**src/rtl/issue_unit.sv**
```systemverilog
// Tomasulo issue stage: allocates a reservation station, renames sources through the
// register status table, and emits a registered issue packet while snooping the CDB.
module issue_unit #(
  parameter int NUM_ALU_RS = 3,
  parameter int NUM_MEM_RS = 2,
  parameter int TAG_W      = 3
) (
  input  logic                  clk,
  input  logic                  reset,
  input  logic                  inst_valid,
  input  logic                  mem,
  input  logic                  mul,
  input  logic                  lwSw,
  input  logic [4:0]            rs1,
  input  logic [4:0]            rs2,
  input  logic [4:0]            rd,
  input  logic                  inactive,
  output logic                  inst_ready,
  input  logic                  cdb_valid,
  input  logic [TAG_W-1:0]      cdb_tag,
  output logic                  issue_valid,
  output logic [TAG_W-1:0]      issue_tag,
  output logic [TAG_W-1:0]      issue_qj,
  output logic [TAG_W-1:0]      issue_qk,
  output logic [4:0]            issue_rs1,
  output logic [4:0]            issue_rs2,
  output logic [4:0]            issue_rd,
  output logic                  issue_is_mem,
  output logic                  issue_is_load,
  output logic                  issue_mul,
  output logic [NUM_ALU_RS-1:0] alu_busy,
  output logic [NUM_MEM_RS-1:0] mem_busy
);

  localparam int NUM_RS = NUM_ALU_RS + NUM_MEM_RS;

  logic [NUM_RS-1:0] r_busy;
  logic [TAG_W-1:0]  r_rat [32];
  logic              r_issue_valid;
  logic [TAG_W-1:0]  r_issue_tag, r_issue_qj, r_issue_qk;
  logic [4:0]        r_issue_rs1, r_issue_rs2, r_issue_rd;
  logic              r_issue_is_mem, r_issue_is_load, r_issue_mul;

  logic              w_cls_alu, w_cls_mem, w_is_load;
  logic              w_alloc_found;
  logic [TAG_W-1:0]  w_alloc_tag;
  logic              w_issue, w_writes_rd, w_cdb_hit;
  logic [TAG_W-1:0]  w_qj, w_qk;
  logic [NUM_RS-1:0] w_busy_next;
  logic [TAG_W-1:0]  w_rat_next [32];

  assign w_cls_mem = mem & ~inactive;
  assign w_cls_alu = ~mem & ~inactive;
  assign w_is_load = mem & lwSw;

  // Descending scan so the lowest free index of the requested class wins.
  always_comb begin
    w_alloc_found = 1'b0;
    w_alloc_tag   = '0;
    for (int i = NUM_RS - 1; i >= 0; i--) begin
      if (!r_busy[i] && ((i < NUM_ALU_RS) ? w_cls_alu : w_cls_mem)) begin
        w_alloc_found = 1'b1;
        w_alloc_tag   = TAG_W'(i + 1);
      end
    end
  end

  assign inst_ready  = inactive | w_alloc_found;
  assign w_issue     = inst_valid & inst_ready & ~inactive;
  assign w_writes_rd = w_issue & (~mem | lwSw) & (rd != 5'd0);
  assign w_cdb_hit   = cdb_valid && (cdb_tag != '0) && (cdb_tag <= TAG_W'(NUM_RS));

  assign w_qj = ((rs1 == 5'd0) || (cdb_valid && r_rat[rs1] == cdb_tag)) ? '0 : r_rat[rs1];
  assign w_qk = ((rs2 == 5'd0) || w_is_load || (cdb_valid && r_rat[rs2] == cdb_tag)) ? '0 : r_rat[rs2];

  genvar gi;
  generate
    for (gi = 0; gi < NUM_RS; gi++) begin : g_busy
      assign w_busy_next[gi] = (w_issue && w_alloc_tag == TAG_W'(gi + 1)) |
                               (r_busy[gi] & ~(w_cdb_hit && cdb_tag == TAG_W'(gi + 1)));
    end
    // The issue write to rd takes priority over a same-cycle CDB clear.
    for (gi = 0; gi < 32; gi++) begin : g_rat
      assign w_rat_next[gi] = (w_writes_rd && rd == 5'(gi)) ? w_alloc_tag :
                              (w_cdb_hit && r_rat[gi] == cdb_tag) ? '0 : r_rat[gi];
    end
  endgenerate

  always_ff @(posedge clk or posedge reset) begin
    if (reset) begin
      r_busy <= '0;
      for (int i = 0; i < 32; i++) r_rat[i] <= '0;
    end else begin
      r_busy <= w_busy_next;
      for (int i = 0; i < 32; i++) r_rat[i] <= w_rat_next[i];
    end
  end

  always_ff @(posedge clk or posedge reset) begin
    if (reset) begin
      r_issue_valid   <= 1'b0;
      r_issue_tag     <= '0;
      r_issue_qj      <= '0;
      r_issue_qk      <= '0;
      r_issue_rs1     <= '0;
      r_issue_rs2     <= '0;
      r_issue_rd      <= '0;
      r_issue_is_mem  <= 1'b0;
      r_issue_is_load <= 1'b0;
      r_issue_mul     <= 1'b0;
    end else begin
      r_issue_valid <= w_issue;
      if (w_issue) begin
        r_issue_tag     <= w_alloc_tag;
        r_issue_qj      <= w_qj;
        r_issue_qk      <= w_qk;
        r_issue_rs1     <= rs1;
        r_issue_rs2     <= rs2;
        r_issue_rd      <= rd;
        r_issue_is_mem  <= mem;
        r_issue_is_load <= w_is_load;
        r_issue_mul     <= mul;
      end
    end
  end

  assign issue_valid   = r_issue_valid;
  assign issue_tag     = r_issue_tag;
  assign issue_qj      = r_issue_qj;
  assign issue_qk      = r_issue_qk;
  assign issue_rs1     = r_issue_rs1;
  assign issue_rs2     = r_issue_rs2;
  assign issue_rd      = r_issue_rd;
  assign issue_is_mem  = r_issue_is_mem;
  assign issue_is_load = r_issue_is_load;
  assign issue_mul     = r_issue_mul;
  assign alu_busy      = r_busy[NUM_ALU_RS-1:0];
  assign mem_busy      = r_busy[NUM_RS-1:NUM_ALU_RS];

endmodule
```
**config.mk**
```make
export PLATFORM = sky130hd
export DESIGN_NAME = issue_unit
export DESIGN_NICKNAME = d
export VERILOG_FILES = /design/src/rtl/issue_unit.sv
export SDC_FILE = /design/constraint.sdc
export NUM_CORES = 1
export LEC_CHECK = 0
export CORE_AREA = 2 2 177 179
export DETAILED_ROUTE_END_ITERATION = 10
export DIE_AREA = 0 0 179 181
export DONT_BUFFER_PORTS = 1
export PLACE_DENSITY = 0.37
export SETUP_SLACK_MARGIN = 0.4
export SLEW_MARGIN = 30
export SYNTH_ARGS = -nofsm -noshare
export SYNTH_HDL_FRONTEND = slang
export SYNTH_SLANG_ARGS = --single-unit
```
**constraint.sdc**
```tcl
create_clock -name clk -period 14.15 [get_ports clk]
set_input_delay 4.245 -clock clk [delete_from_list [all_inputs] [get_ports clk]]
set_output_delay 4.245 -clock clk [all_outputs]
set_load 0.1 [all_outputs]
```
* Word-level counts from Yosys, hierarchy flattened
Cells that the tools add are included.
** Cells by class
- Add/sub/neg operators :: 0
- Multiply operators :: 0
- Div/mod/pow operators :: 0
- $lt $le $gt $ge :: 3
- Eq/ne operators :: 75
- Shift-type cells :: 0
- Muxes and demuxes :: 82
- Bitwise operators :: 28
- Reduce and logical (&&, ||, !) cells :: 128
** Operators with widths (count)
- 3-bit 2-to-1 mux :: 75
- 3-bit equality test :: 34
- 1-bit logical AND :: 83
- 5-bit equality test (second input constant) :: 16
- 2-bit nonzero test :: 32
- 5-bit by 4-bit equality test with 1-bit output (second input constant) :: 8
- 3-bit binary-select mux with 5-bit select :: 2
- 5-bit by 3-bit equality test with 1-bit output (second input constant) :: 4
- 5-bit zero test :: 3
- 1-bit bitwise AND :: 12
- 3-bit by 2-bit equality test with 1-bit output (second input constant) :: 4
- 3-bit equality test (second input constant) :: 4
- 6-bit greater-or-equal comparator (second input constant) :: 2
- 5-bit NOT with 6-bit output :: 2
- 5-bit by 2-bit equality test with 1-bit output (second input constant) :: 2
- 1-bit NOT :: 7
- 1-bit OR :: 7
- 3-bit by 1-bit equality test with 1-bit output (second input constant) :: 2
- 5-bit by 1-bit equality test with 1-bit output (second input constant) :: 1
- 1-bit zero test :: 5
- 1-bit 2-to-1 mux :: 5
- 5-bit nonzero test :: 1
- 3-bit <= comparator (second input constant) :: 1
- 1-bit logical OR :: 3
- 3-bit nonzero test :: 1
** Word-level totals
- Register bits :: 129
- Latch bits :: 0
- RAM bits :: 0
- ROM bits :: 0
- Input bits :: 26
- Output and inout port bits :: 34
- Memories :: 0

* Longest topological paths before layout
- Depth in word-level cells :: 15
- Gate-level depth with buffers :: 10
- Gate-level depth less buffers :: 7

* Least setup slack after synthesis
OpenSTA, ideal clock, no wires.
- Path type :: input port to output port
- Start :: in mem
- End :: out inst_ready
- Data arrival time :: 5.440 ns
- Required time :: 9.905 ns
- Slack :: 4.465 ns
- Stages :: 3
- Path buffers :: 0
- Cell sequence :: a311oi_1 > a31oi_1 > nand2_1
** Between the ends
- Cells in the longest elaborated chain, start to end :: 8
** RTL lines
- start, declared :: RTL line 11 : input logic mem,
- 1-bit bitwise AND :: RTL line 52 : assign w_cls_mem = mem & ~inactive;
- 1-bit logical AND :: RTL line 61 : if (!r_busy[i] && ((i < NUM_ALU_RS) ? w_cls_alu : w_cls_mem)) begin
- 1-bit 2-to-1 mux (4 in series) :: RTL line 61
- 1-bit 2-to-1 mux (*) :: RTL line 61
- 1-bit OR (*) :: RTL line 68 : assign inst_ready = inactive | w_alloc_found;
- end, declared :: RTL line 18 : output logic inst_ready,
Every way passes the cells marked *; elsewhere a longest branch is shown, timed or not.

* Final worst setup path
Same ends and word-level chain as after synthesis.

==> qor.csv <==
stage,metric,value,unit
synth,yosys.cell_count.top_type,dfrtp_1,
power,p_leak,3.46,nW
setup_path,end_kind,output pin,
finish,antennaDiodeCount,0,
synth,synth_compound_area_frac,0.115,
cts,clk_pin_slew_worst_paths,0.06,ns
finish,fillerInstances,3104,
floorplanning,core.rowCount,64,
synth,yosysWarnings,0,
global_route,grt_overflow_total,0,
placement,placedCellCount,1190,
synth,synthArstFlopShare,1.00,
synth,yosysUniqueCellTypes,62,
sta,finalMaxSlewViolations,0,
sta,finalCritPeriodShare,0.719,
floorplanning,die_area,0.0324,mm2
outcome,status,"finished, final reports clean",
finish,drive_gt1_frac,0.103,
synth,ys_top_cells_by_count,"129 x dfrtp_1, 99 x nand2_1, 99 x nand3_1",
cts,numCtsBuffers,17,
setup_path,cp-start-kind,input pin,
detailed_routing,drc,0,
synth,ys_ff_latch,129,
synth,synth_top_family_by_area,simple AND/OR/NAND/NOR gates,
synth,synth_edf_count,0,
placement,place_area,0.00845,mm2
setup_path,critPathKind,input pin to output pin,
cts,cts_buffer_depth,2,
global_route,grt_pass1_wl,44800,um
floorplanning,coreArea,0.0303,mm2
synth,syn-num-nets,870,
min_path,hp-class,flip-flop to flip-flop,
detailed_routing,drt_first_pass_iters,5,
sta,finClkSkew,0.0153,ns
detailed_routing,routedWlPerCell,24.1,um
synth,synth_ff_type,dfrtp_1,
detailed_routing,wl,29500,um
sta,finalHoldViolations,0,
placement,io_buffers,0,
sta,slew_headroom,0.316,
synth,avgSynthCellArea,9.63,um2
synth,yosys.area_share.adder,0,
power,vdd_ir_drop_max,0.0712,mV
synth,syn_inst,844,
flow_run,cap_violations,0,
finish,design_area,0.00901,mm2
floorplanning,pin_count,60,
detailed_routing,drtIter0Drc,501,
setup_path,arrival,5.93,ns
global_route,antenna_found_initial,0,
cts,clockRootBuffer,clkbuf_16,
cts,cts_resized,0,
synth,ys_seq_area_frac,0.397,
cts,clock_latency,0.44,ns
sta,rsz0062_at_grt,false,
synth,yosysTopAreaCell,dfrtp_1,
power,p_per_area,122,mW/mm2
detailed_routing,vias_per_cell,5.36,
synth,syn_area,0.00813,mm2
cts,ctsHoldBuffers,0,
synth,synthMuxAreaShare,0.147,
placement,finalWeightedCongestion,0.797,
cts,cts.sinks,129,
placement,place_hpwl,19200,um
synth,synth_top_area_frac,0.397,
cts,cts_setup_buffers,0,
detailed_routing,antenna_left,0,
synth,yosys.area_share.simple,0.202,
finish,fin_cells,1221,
sta,setup_violations,0,
sta,fin_setup_tns,0,ns
detailed_routing,vias,6550,
global_route,grt_start_max_net_pins,73,
placement,pre_cts_slack,4.00,ns
sta,layout_min_cycle_time,10.18,ns
cts,cts_tree,built,
synth,synth_xor_area_frac,0.105,
finish,nets,839,
sta,finalWorstSetupSlack,3.97,ns
floorplanning,initial_core_util,0.268,
setup_path,crit_required,9.90,ns
global_route,track_usage,0.189,
sta,fmax,98.2,MHz
floorplanning,die_h,181,um
cts,htree_levels,4,
global_route,first_global_vias,6522,
synth,synthTopCellsByArea,"dfrtp_1 40%, xnor2_1 8.8%, mux4_2 6.9%",
sta,worst_pin_slew,1.02,ns
floorplanning,die_w,179,um
setup_path,worstPathMaxFanout,12,
finish,areaGrowthSynthToFinish,10.9,%
stage by stage:
stage	hold slack, ns	util	total power [W]
after floorplan	0.519	-	0.000652
after global placement	0.559	0.278	0.000678
after detailed placement	0.565	0.279	0.000678
after CTS	0.580	0.297	0.00111
after global routing	0.603	0.297	0.00114
final	0.577	0.297	0.00110
cell families (layout without fill, tap and decap cells):
kind of cell / Yosys count / after routing
AND/OR/NAND/NOR: 323 / 323
buffers and inverters: 62 / 43
XOR/XNOR: 97 / 97
AO/OA/AOI/OAI: 151 / 151
flip-flops: 129 / 129
multiplexers: 82 / 82
layout make-up:
type / count / area (um2) / share of cell area
multi-input combinational: 653 / 4650 / 0.517
sequential: 129 / 3230 / 0.358
tap: 396 / 495 / 0.0550
clock buffer: 19 / 443 / 0.0492
clock inverter: 12 / 113 / 0.0125
timing repair buffer: 7 / 52.6 / 0.00583
inverter: 5 / 23.8 / 0.00264
worst paths after layout:
kind | cells past startpoint | end | slack [ns] | startpoint
setup reg to reg | 8 | issue_qj[1] | 10.27 | r_busy[1]
min in group asynchronous | 1 | issue_mul | 3.78 | reset
hold reg to reg | 2 | r_rat[24] | 0.58 | r_rat[24]
max in group asynchronous | 2 | r_rat[87] | 9.09 | reset
hold / removal | 2 | r_rat[24] | 0.58 | r_rat[24]
setup / recovery | 3 | inst_ready | 3.97 | mem
state kept, by name, indices dropped and copies added, names as in the netlist:
signal and flops:
issue_is_mem 1, issue_rd 5, issue_rs2 5, issue_qk 3, issue_is_load 1, r_busy 5
issue_rs1 5, issue_mul 1, r_rat 96, issue_qj 3, issue_valid 1, issue_tag 3
cell usage in the layout, fill, tap and decap left out, drive strengths merged, types with 4 or more instances in the layout:
cell type	synthesis	layout
buf	20	7
clkinv	1	6
and3	8	8
mux2i	46	46
or3	4	4
nand3	99	99
nand4	29	29
dfrtp	129	129
inv	4	5
nor2b	15	15
clkinvlp	0	5
nor4	10	10
mux2	8	8
a211oi	6	6
o31ai	4	4
xnor2	82	82
clkbuf	37	19
nor3	9	9
nand2	99	99
and2	4	4
mux4	28	28
nand2b	19	19
xor2	15	15
a22o	6	6
o21ai	90	90
nor2	11	11
a21oi	6	6
a22oi	13	13
nor4b	4	4
report_power, final:
part / total [W] / leakage [nW] / switching (W) / internal (W)
Clock: 0.000429 / 0.257 / 0.000183 / 0.000245
Sequential: 0.000553 / 1.76 / 0.000163 / 0.000389
Combinational: 0.000116 / 1.45 / 0.0000706 / 0.0000457
Total: 0.00110 / 3.46 / 0.000417 / 0.000681
worst max-delay path: stages:
cell and delay, ns:
a311oi_1 0.04, a31oi_1 0.81, nand2_1 0.84
layer usage:
layer | vias up | part of all wire | GRT usage
met4 | 0 | 0.020 | 0.0595
met5 | - | 0 | 0
li1 | 3025 | - | -
met2 | 166 | 0.45 | 0.280
met1 | 3325 | 0.49 | 0.273
met3 | 34 | 0.045 | 0.0412
Power figures use the tool's default switching activity.
